$ cat src/rtl/instr_fetch_if.sv
// Decoder-facing instruction interface: fetch unit presents instructions,
// datapath returns stall, redirect and completion.
interface instr_fetch_if #(
  parameter int unsigned PC_W = 10
);
  logic [8:0]      instr;
  logic            instr_valid;
  logic [PC_W-1:0] exec_pc;
  logic            stall_i;
  logic            br_take;
  logic            br_rel;
  logic [PC_W-1:0] br_target;
  logic            done_i;

  modport master (
    output instr, instr_valid, exec_pc,
    input  stall_i, br_take, br_rel, br_target, done_i
  );

  modport slave (
    input  instr, instr_valid, exec_pc,
    output stall_i, br_take, br_rel, br_target, done_i
  );
endinterface

$ cat src/rtl/instr_fetch.sv
// Instruction fetch/sequencer: owns the PC, reads a synchronous ROM and
// presents one instruction per cycle, redirecting on branch and halting on done.
module instr_fetch #(
  parameter int unsigned     PC_W      = 10,
  parameter logic [PC_W-1:0] RESET_PC  = '0,
  parameter logic [8:0]      NOP_INSTR = 9'h066
) (
  input  logic            clk,
  input  logic            rst_n,
  input  logic            start,
  output logic [PC_W-1:0] imem_addr,
  input  logic [8:0]      imem_rdata,
  output logic            busy,
  output logic            halted,
  instr_fetch_if.master   dec
);

  typedef enum logic [1:0] {IDLE, FILL, RUN, HALT} state_e;

  state_e          state_q, state_d;
  logic [PC_W-1:0] fetch_pc_q, fetch_pc_d;
  logic [PC_W-1:0] exec_pc_q, exec_pc_d;
  logic            valid_q, valid_d;
  logic            hold_vld_q, hold_vld_d;
  logic [8:0]      hold_q, hold_d;
  logic            busy_q, busy_d;
  logic            halted_q, halted_d;
  logic [PC_W-1:0] br_dest;

  assign br_dest = dec.br_rel ? (exec_pc_q + dec.br_target) : dec.br_target;

  // The post-branch squash bubble reuses FILL: both are the single
  // ROM-latency cycle with instr_valid low before the target arrives.
  always_comb begin
    state_d    = state_q;
    fetch_pc_d = fetch_pc_q;
    exec_pc_d  = exec_pc_q;
    valid_d    = valid_q;
    hold_vld_d = hold_vld_q;
    hold_d     = hold_q;
    unique case (state_q)
      IDLE, HALT: begin
        valid_d = 1'b0;
        if (start) begin
          fetch_pc_d = RESET_PC;
          state_d    = FILL;
        end
      end
      FILL: begin
        fetch_pc_d = fetch_pc_q + PC_W'(1);
        exec_pc_d  = fetch_pc_q;
        valid_d    = 1'b1;
        hold_vld_d = 1'b0;
        state_d    = RUN;
      end
      RUN: begin
        if (dec.stall_i) begin
          // ROM address is frozen but rdata moves on; capture the shown word once.
          hold_vld_d = 1'b1;
          if (!hold_vld_q) hold_d = imem_rdata;
        end else begin
          hold_vld_d = 1'b0;
          if (dec.done_i) begin
            valid_d = 1'b0;
            state_d = HALT;
          end else if (dec.br_take) begin
            fetch_pc_d = br_dest;
            valid_d    = 1'b0;
            state_d    = FILL;
          end else begin
            exec_pc_d  = fetch_pc_q;
            fetch_pc_d = fetch_pc_q + PC_W'(1);
          end
        end
      end
      default: state_d = IDLE;
    endcase
    busy_d   = (state_d == FILL) || (state_d == RUN);
    halted_d = (state_d == HALT);
  end

  always_ff @(posedge clk or negedge rst_n) begin
    if (!rst_n) begin
      state_q    <= IDLE;
      fetch_pc_q <= RESET_PC;
      exec_pc_q  <= '0;
      valid_q    <= 1'b0;
      hold_vld_q <= 1'b0;
      hold_q     <= '0;
      busy_q     <= 1'b0;
      halted_q   <= 1'b0;
    end else begin
      state_q    <= state_d;
      fetch_pc_q <= fetch_pc_d;
      exec_pc_q  <= exec_pc_d;
      valid_q    <= valid_d;
      hold_vld_q <= hold_vld_d;
      hold_q     <= hold_d;
      busy_q     <= busy_d;
      halted_q   <= halted_d;
    end
  end

  assign imem_addr       = fetch_pc_q;
  assign dec.exec_pc     = exec_pc_q;
  assign dec.instr_valid = valid_q;
  assign dec.instr       = !valid_q   ? NOP_INSTR :
                           hold_vld_q ? hold_q    : imem_rdata;
  assign busy            = busy_q;
  assign halted          = halted_q;

endmodule

$ cat src/flat_wrapper.sv
// flat-port wrapper written by rule: the top's interface ports become plain ports
module instr_fetch_flat 
#(
  parameter int unsigned     PC_W      = 10,
  parameter logic [PC_W-1:0] RESET_PC  = '0,
  parameter logic [8:0]      NOP_INSTR = 9'h066
)
  (clk, rst_n, start, imem_addr, imem_rdata, busy, halted, dec_instr, dec_instr_valid, dec_exec_pc, dec_stall_i, dec_br_take, dec_br_rel, dec_br_target, dec_done_i);
  instr_fetch_if #(.PC_W(PC_W)) dec_i ();
  input  logic clk;
  input  logic rst_n;
  input  logic start;
  output logic [PC_W-1:0] imem_addr;
  input  logic [8:0] imem_rdata;
  output logic busy;
  output logic halted;
  output wire logic [$bits(dec_i.instr)-1:0] dec_instr;
  output wire logic [$bits(dec_i.instr_valid)-1:0] dec_instr_valid;
  output wire logic [$bits(dec_i.exec_pc)-1:0] dec_exec_pc;
  input wire logic [$bits(dec_i.stall_i)-1:0] dec_stall_i;
  input wire logic [$bits(dec_i.br_take)-1:0] dec_br_take;
  input wire logic [$bits(dec_i.br_rel)-1:0] dec_br_rel;
  input wire logic [$bits(dec_i.br_target)-1:0] dec_br_target;
  input wire logic [$bits(dec_i.done_i)-1:0] dec_done_i;
  assign dec_instr = dec_i.instr;
  assign dec_instr_valid = dec_i.instr_valid;
  assign dec_exec_pc = dec_i.exec_pc;
  assign dec_i.stall_i = dec_stall_i;
  assign dec_i.br_take = dec_br_take;
  assign dec_i.br_rel = dec_br_rel;
  assign dec_i.br_target = dec_br_target;
  assign dec_i.done_i = dec_done_i;
  instr_fetch #(.PC_W(PC_W), .RESET_PC(RESET_PC), .NOP_INSTR(NOP_INSTR)) u_core (.clk(clk), .rst_n(rst_n), .start(start), .imem_addr(imem_addr), .imem_rdata(imem_rdata), .busy(busy), .halted(halted), .dec(dec_i));
endmodule
$ cat config.mk
export PLATFORM = sky130hd
export DESIGN_NAME = instr_fetch_flat
export DESIGN_NICKNAME = d
export VERILOG_FILES = /design/src/rtl/instr_fetch_if.sv /design/src/rtl/instr_fetch.sv /design/src/flat_wrapper.sv
export SDC_FILE = /design/constraint.sdc
export NUM_CORES = 1
export LEC_CHECK = 0
export CORE_ASPECT_RATIO = 0.8
export CORE_UTILIZATION = 45
export CTS_BUF_LIST = sky130_fd_sc_hd__clkbuf_16
export DETAILED_ROUTE_END_ITERATION = 16
export GPL_ROUTABILITY_DRIVEN = 0
export PLACE_DENSITY_LB_ADDON = 0.15
export SYNTH_ARGS = -nofsm -noshare
export SYNTH_HDL_FRONTEND = slang
export SYNTH_SLANG_ARGS = --single-unit
export TNS_END_PERCENT = 5
$ cat constraint.sdc
create_clock -name clk -period 1.98 [get_ports clk]
set_input_delay 0.396 -clock clk [delete_from_list [all_inputs] [get_ports clk]]
set_output_delay 0.396 -clock clk [all_outputs]
set_load 0.02 [all_outputs]
==> results of run 1 <==
path summary, 6_finish.rpt:
| path | startpoint | end | slack (ns) | cells after the start |
|---|---|---|---|---|
| max | u_core.dec.exec_pc[1] | u_core.imem_addr[9] | 0.06 | 7 |
| min reg2reg | u_core.hold_q[0] | u_core.hold_q[0] | 0.50 | 1 |
| max in group asynchronous | rst_n | u_core.dec.exec_pc[8] | 1.49 | 2 |
| min in group clk | u_core.hold_q[0] | u_core.hold_q[0] | 0.50 | 1 |
| max reg2reg | u_core.dec.exec_pc[1] | u_core.imem_addr[9] | 0.06 | 7 |
| min | rst_n | u_core.imem_addr[5] | 0.05 | 1 |
metal layers:
| layer | routed length [um] | track usage, % | vias to the layer above |
|---|---|---|---|
| met3 | 427 | 4.11 | 4 |
| met1 | 2790 | 34.4 | 1022 |
| met2 | 2750 | 34.6 | 75 |
| met4 | 40 | 4.74 | 0 |
| li1 | - | - | 1054 |
| met5 | 0 | 0 | - |
synth_stat cells (2+ instances only):
library cell   n
nor2_1        13
ha_1          13
mux2_2        20
o22ai_1        2
xnor2_1        3
buf_1          2
a21oi_1       12
or3_1          4
dfrtp_1       35
nand4_1        2
o21ai_1        2
o21ai_0       17
a22o_1         3
inv_1         10
a211oi_1       2
a31oi_1        2
nand2_1       17
nand3b_1       3
and3_1         2
nand4b_1       2
nand2b_1       3
nor3_1         2
clkbuf_1       4
xor2_1         2
nor2b_1        7
nand3_1        4
o221ai_1       2
mux2i_1       15
o211ai_1       3
a21o_1         4
where the power goes:
group / switching (mW) / leakage [nW] / internal [mW]
Clock: 0.281 / 0.0762 / 0.454
Sequential: 0.175 / 0.460 / 0.927
Combinational: 1.02 / 1.03 / 1.05
metrics by stage:
stage               power [mW]  std cells
finish                    3.90        390
global route              4.17        390
CTS                       3.85        386
detailed placement        3.08        378
global placement          3.04        378
floorplan                 2.26        235
cells by family (layout without fill, tap and decap cells):
family	Yosys count	after routing	synth area share [%]
AO/OA/AOI/OAI	60	60	16.6
XOR/XNOR	5	5	1.87
adder cells (fa/ha/maj)	14	14	7.79
buffers and inverters	17	110	2.88
flip-flops	35	35	37.3
multiplexers	36	36	17.0
AND/OR/NAND/NOR	68	68	16.5
registers in the layout (all words and copies together), names as in the netlist:
register,count
u_core.dec.exec_pc,10
u_core.imem_addr,10
u_core.hold_q,9
u_core.state_q,2
u_core.busy,1
u_core.dec.instr_valid,1
u_core.halted,1
u_core.hold_vld_q,1
what timing repair did:
item                       in CTS  in global routing
setup buffers                   0                  4
pin swaps                       9                 12
gates resized for setup        23                 17
hold buffers                    0                  0
setup endpoints to repair      16                  5
cell type report:
| cell class | count | area, sq um | area share, % |
|---|---|---|---|
| Multi-Input combinational cell | 183 | 1530 | 43.6 |
| Sequential cell | 35 | 877 | 25.1 |
| Timing Repair Buffer | 92 | 843 | 24.1 |
| Clock buffer | 5 | 125 | 3.58 |
| Tap cell | 62 | 77.6 | 2.22 |
| Inverter | 10 | 37.5 | 1.07 |
| Clock inverter | 3 | 12.5 | 0.358 |
worst register-to-register path: stages (launching register included):
cell and delay, ns:
dfrtp_1 0.39, ha_1 0.27, a21o_1 0.15, nand4_1 0.25, a211oi_4 0.37, or3_1 0.15
and4_1 0.18, nand2_1 0.05
==> impl_metrics.yaml, run 1 <==
timing:
  slew_headroom_pct: 63.0
  fin_setup_tns_ns: 0
  fin_ws_ns: 0.0572
  final.period_utilization_pct: 97.1
  hold_ws_ns: 0.0461
  worst_pin_slew_ns: 0.544
  finalHoldViolations: 0
  grt_setup_unrepaired: "true"
  finClkSkew_ns: 0.00446
  setup_viol: 0
  fmax_mhz: 520
  slew_violations: 0
  layout_min_cycle_time_ns: 1.92
global_routing:
  grt.overflow.total: 0
  grt_max_degree: 22
  track_usage_pct: 23.1
  first_global_vias: 1945
  antenna_found_initial: 0
  grt_pass1_wl_mm: 9.41
clock_network:
  htree_levels: 2
  clk_path_buf_depth: 2
  clkTransAtPathRegs_ns: 0.05
  cts_tree: "done"
  numCtsBuffers: 5
  clk_latency_ns: 0.28
  cts.sinks: 35
  clockRootBuffer: "clkbuf_16"
route:
  drc: 0
  vias: 2155
  routed_wl_mm: 6.02
  viasPerCell: 5.53
  drt-initial-drc-count: 161
  final_antenna_net_count: 0
  firstDrtPassIters: 4
  wl_per_cell_um: 15.4
synthesis:
  ys_async_sr_fraction_pct: 100
  ys.warnings.count: 0
  synth_edf_count: 0
  ys_top_cells_by_area: "dfrtp_1, mux2_2, ha_1"
  ys_seq_area_share_pct: 37.3
  netlist_instances: 235
  syn_nets: 275
  synth.top_cell.area_share_pct: 37.3
  synth.distinct_cells: 53
  synth_area_sq_um: 2350
  ys_seq_elements: 35
  syn_area_per_cell_sq_um: 9.98
  synth_top_area_cell: "dfrtp_1"
  ys.flop_type: "dfrtp_1"
cells_and_area:
  layout_commonest_cell: "clkdlybuf4s50_1"
  layout_common_cells: "clkdlybuf4s50_1, dfrtp_1, buf_4"
  diodes: 0
  stdcell_area_sq_um: 3500
  fillerInstances: 399
  fin_nets: 367
  drive_gt1_share_pct: 27.4
  syn2layout_area_growth_pct: 49.1
  fin_util_pct: 69.9
critical_path:
  path_max_fanout: 4
  crit_path_top_delay_cell: "dfrtp_1"
  setup.worst_path.end_class: "flip-flop"
  cpPeakStageDelay_ns: 0.39
  criticalPathCategory: "flip-flop to flip-flop"
  start_kind: "flip-flop"
  worstPathCellList: "ha_1, a21o_1, nand4_1, a211oi_4, or3_1, and4_1, nand2_1"
  crit_buf_inv: 0
  crit_arrival_ns: 2.09
  critPathTopFamily: "simple AND/OR/NAND/NOR gates"
  crit_required_ns: 2.15
power_and_ir_drop:
  powerDensity_nw_per_um2: 1120
  vdd_drop_max_uv: 784
  total_leakage_power_nw: 1.56
floorplan:
  dieArea_sq_um: 5510
  dieWidth_um: 82.7
  io_pins: 58
  start_util_pct: 46.9
  row_count: 23
  coreArea_sq_um: 5010
  die-height_um: 66.6
placed_design:
  pre_cts_ws_ns: -0.534
  place_area_sq_um: 3220
  portBuffers: 57
  post-dp-hpwl_mm: 4.40
run:
  cap_viol_max_count: 0
hold_path:
  hold_path.class: "input port to async pin"
status:
  status: "complete, no violations"
No activity file was read; power rests on OpenSTA's default activity.
==> run 2, diff against run 1 <==
GPL_TIMING_DRIVEN = 0   (was default)
PLACE_DENSITY = 0.77   (was default)
PLACE_DENSITY_LB_ADDON = default   (was 0.15)
==> run 2 against run 1 <==
  * The run now ends with setup timing left
  * Die area is the same
  * Worst setup slack got worse by 0.099 ns
  * Worst hold slack improved by 0.15 ns
  * Combinational power is 2% lower
  * Sequential share of layout area is 0.94 points higher
  * Register-to-register slack got worse by 0.099 ns
  * Total power decreased by 1.5%
  * First-iteration DRC count shrank 25%
  * Largest power group unchanged
==> impl_metrics.yaml, run 2 (synthesis results as in run 1) <==
timing:
  setup_viol: 3
  fin_setup_tns_ns: -0.110
  fin_ws_ns: -0.0422
  finClkSkew_ns: 0.00467
  finalHoldViolations: 0
  slew_violations: 0
  fmax_mhz: 495
  final.period_utilization_pct: 102
  slew_headroom_pct: 46.6
  worst_pin_slew_ns: 0.800
  grt_setup_unrepaired: "true"
  layout_min_cycle_time_ns: 2.02
clock_network:
  htree_levels: 2
  numCtsBuffers: 5
  clkTransAtPathRegs_ns: 0.05
  clockRootBuffer: "clkbuf_16"
  hold_buffers: 0
  cts_tree: "done"
  cts.sinks: 35
  clk_path_buf_depth: 2
  clk_latency_ns: 0.28
route:
  drc: 0
  vias: 2132
  wl_per_cell_um: 16.4
  viasPerCell: 5.69
  final_antenna_net_count: 0
  routed_wl_mm: 6.15
  drt-initial-drc-count: 120
  firstDrtPassIters: 4
floorplan:
  dieWidth_um: 82.7
  die-height_um: 66.6
  start_util_pct: 46.9
  io_pins: 58
  dieArea_sq_um: 5510
  row_count: 23
  coreArea_sq_um: 5010
status:
  violations: "setup timing"
  status: "finished with violations"
critical_path:
  worstPathCellList: "ha_4, buf_6, nor2b_4, o211ai_1, nor2_1, o21ai_1, o211ai_1, a31o_2"
  startpoint: "u_core.state_q[1]"
  crit_buf_inv: 1
  critPathTopFamily: "compound AO/OA/AOI/OAI gates"
  rr_startpoint: "u_core.state_q[1]"
  setup.worst_path.end_class: "flip-flop"
  cpPeakStageDelay_ns: 0.45
  crit_required_ns: 2.15
  crit_top_cell: "o211ai_1"
  crit_path_top_delay_cell: "o211ai_1"
  crit_arrival_ns: 2.19
  path_max_fanout: 5
  start_kind: "flip-flop"
  criticalPathCategory: "flip-flop to flip-flop"
cells_and_area:
  layout_commonest_cell: "clkdlybuf4s50_1"
  stdcell_area_sq_um: 3370
  fin_nets: 353
  syn2layout_area_growth_pct: 43.7
  layout_common_cells: "clkdlybuf4s50_1, dfrtp_1, mux2_2"
  fillerInstances: 397
  diodes: 0
  drive_gt1_share_pct: 24.6
hold_path:
  hold_path.class: "input port to async pin"
placed_design:
  portBuffers: 56
  post-dp-hpwl_mm: 4.16
  pre_cts_ws_ns: -0.609
  place_area_sq_um: 2980
global_routing:
  grt_pass1_wl_mm: 9.44
  track_usage_pct: 23.1
  grt_max_degree: 36
  grt.overflow.total: 0
  antenna_found_initial: 0
  first_global_vias: 1907
power_and_ir_drop:
  total_leakage_power_nw: 1.46
  vdd_drop_max_uv: 1020
  power_mw: 3.84
  powerDensity_nw_per_um2: 1140
run:
  cap_viol_max_count: 0
-- run 2: what timing repair did --
action / in CTS / in global routing
endpoints found under the setup margin: 19 / 18
pin swaps: 3 / 18
gates resized for setup: 18 / 30
buffers inserted: 0 / 15
-- run 2: metal layers --
| layer | wire [um] | GRT usage, % |
|---|---|---|
| met3 | 424 | 5.75 |
| met2 | 2910 | 34.5 |
| met1 | 2770 | 32.6 |
| met5 | 0 | 0 |
| met4 | 40 | 6.90 |
-- run 2: report_power, final --
part	total [mW]	switching, mW	internal [mW]
Clock	0.735	0.283	0.452
Sequential	1.08	0.156	0.927
Combinational	2.03	1.04	0.982
Total	3.84	1.48	2.36
-- run 2: layout make-up --
cell class	count	area (sq um)	area share [%]
multi-input cells	183	1540	45.8
inverters	10	37.5	1.11
repair buffers	71	663	19.7
flip-flops and latches	35	877	26.0
clock inverters	2	8.76	0.260
well taps	62	77.6	2.30
plain buffers	7	40.0	1.19
clock buffers	5	125	3.71
-- run 2: worst paths after layout --
kind                                         end  slack, ns  depth (start not counted)
max reg2reg                  u_core.imem_addr[6]      -0.04                          8
min in group clk                u_core.hold_q[6]       0.51                          1
min reg2reg                     u_core.hold_q[6]       0.51                          1
max                          u_core.imem_addr[6]      -0.04                          8
min                        u_core.dec.exec_pc[2]       0.20                          1
max in group asynchronous  u_core.dec.exec_pc[0]       1.23                          1
-- run 2: metrics by stage --
step / hold WS (ns) / instances / util (%)
finish: 0.201 / 375 / 67.3
global placement: 0.488 / 353 / 59.6
detailed placement: 0.496 / 353 / 59.5
floorplan: 0.100 / 235 / -
global route: 0.272 / 375 / 67.3
CTS: 0.233 / 360 / 62.6
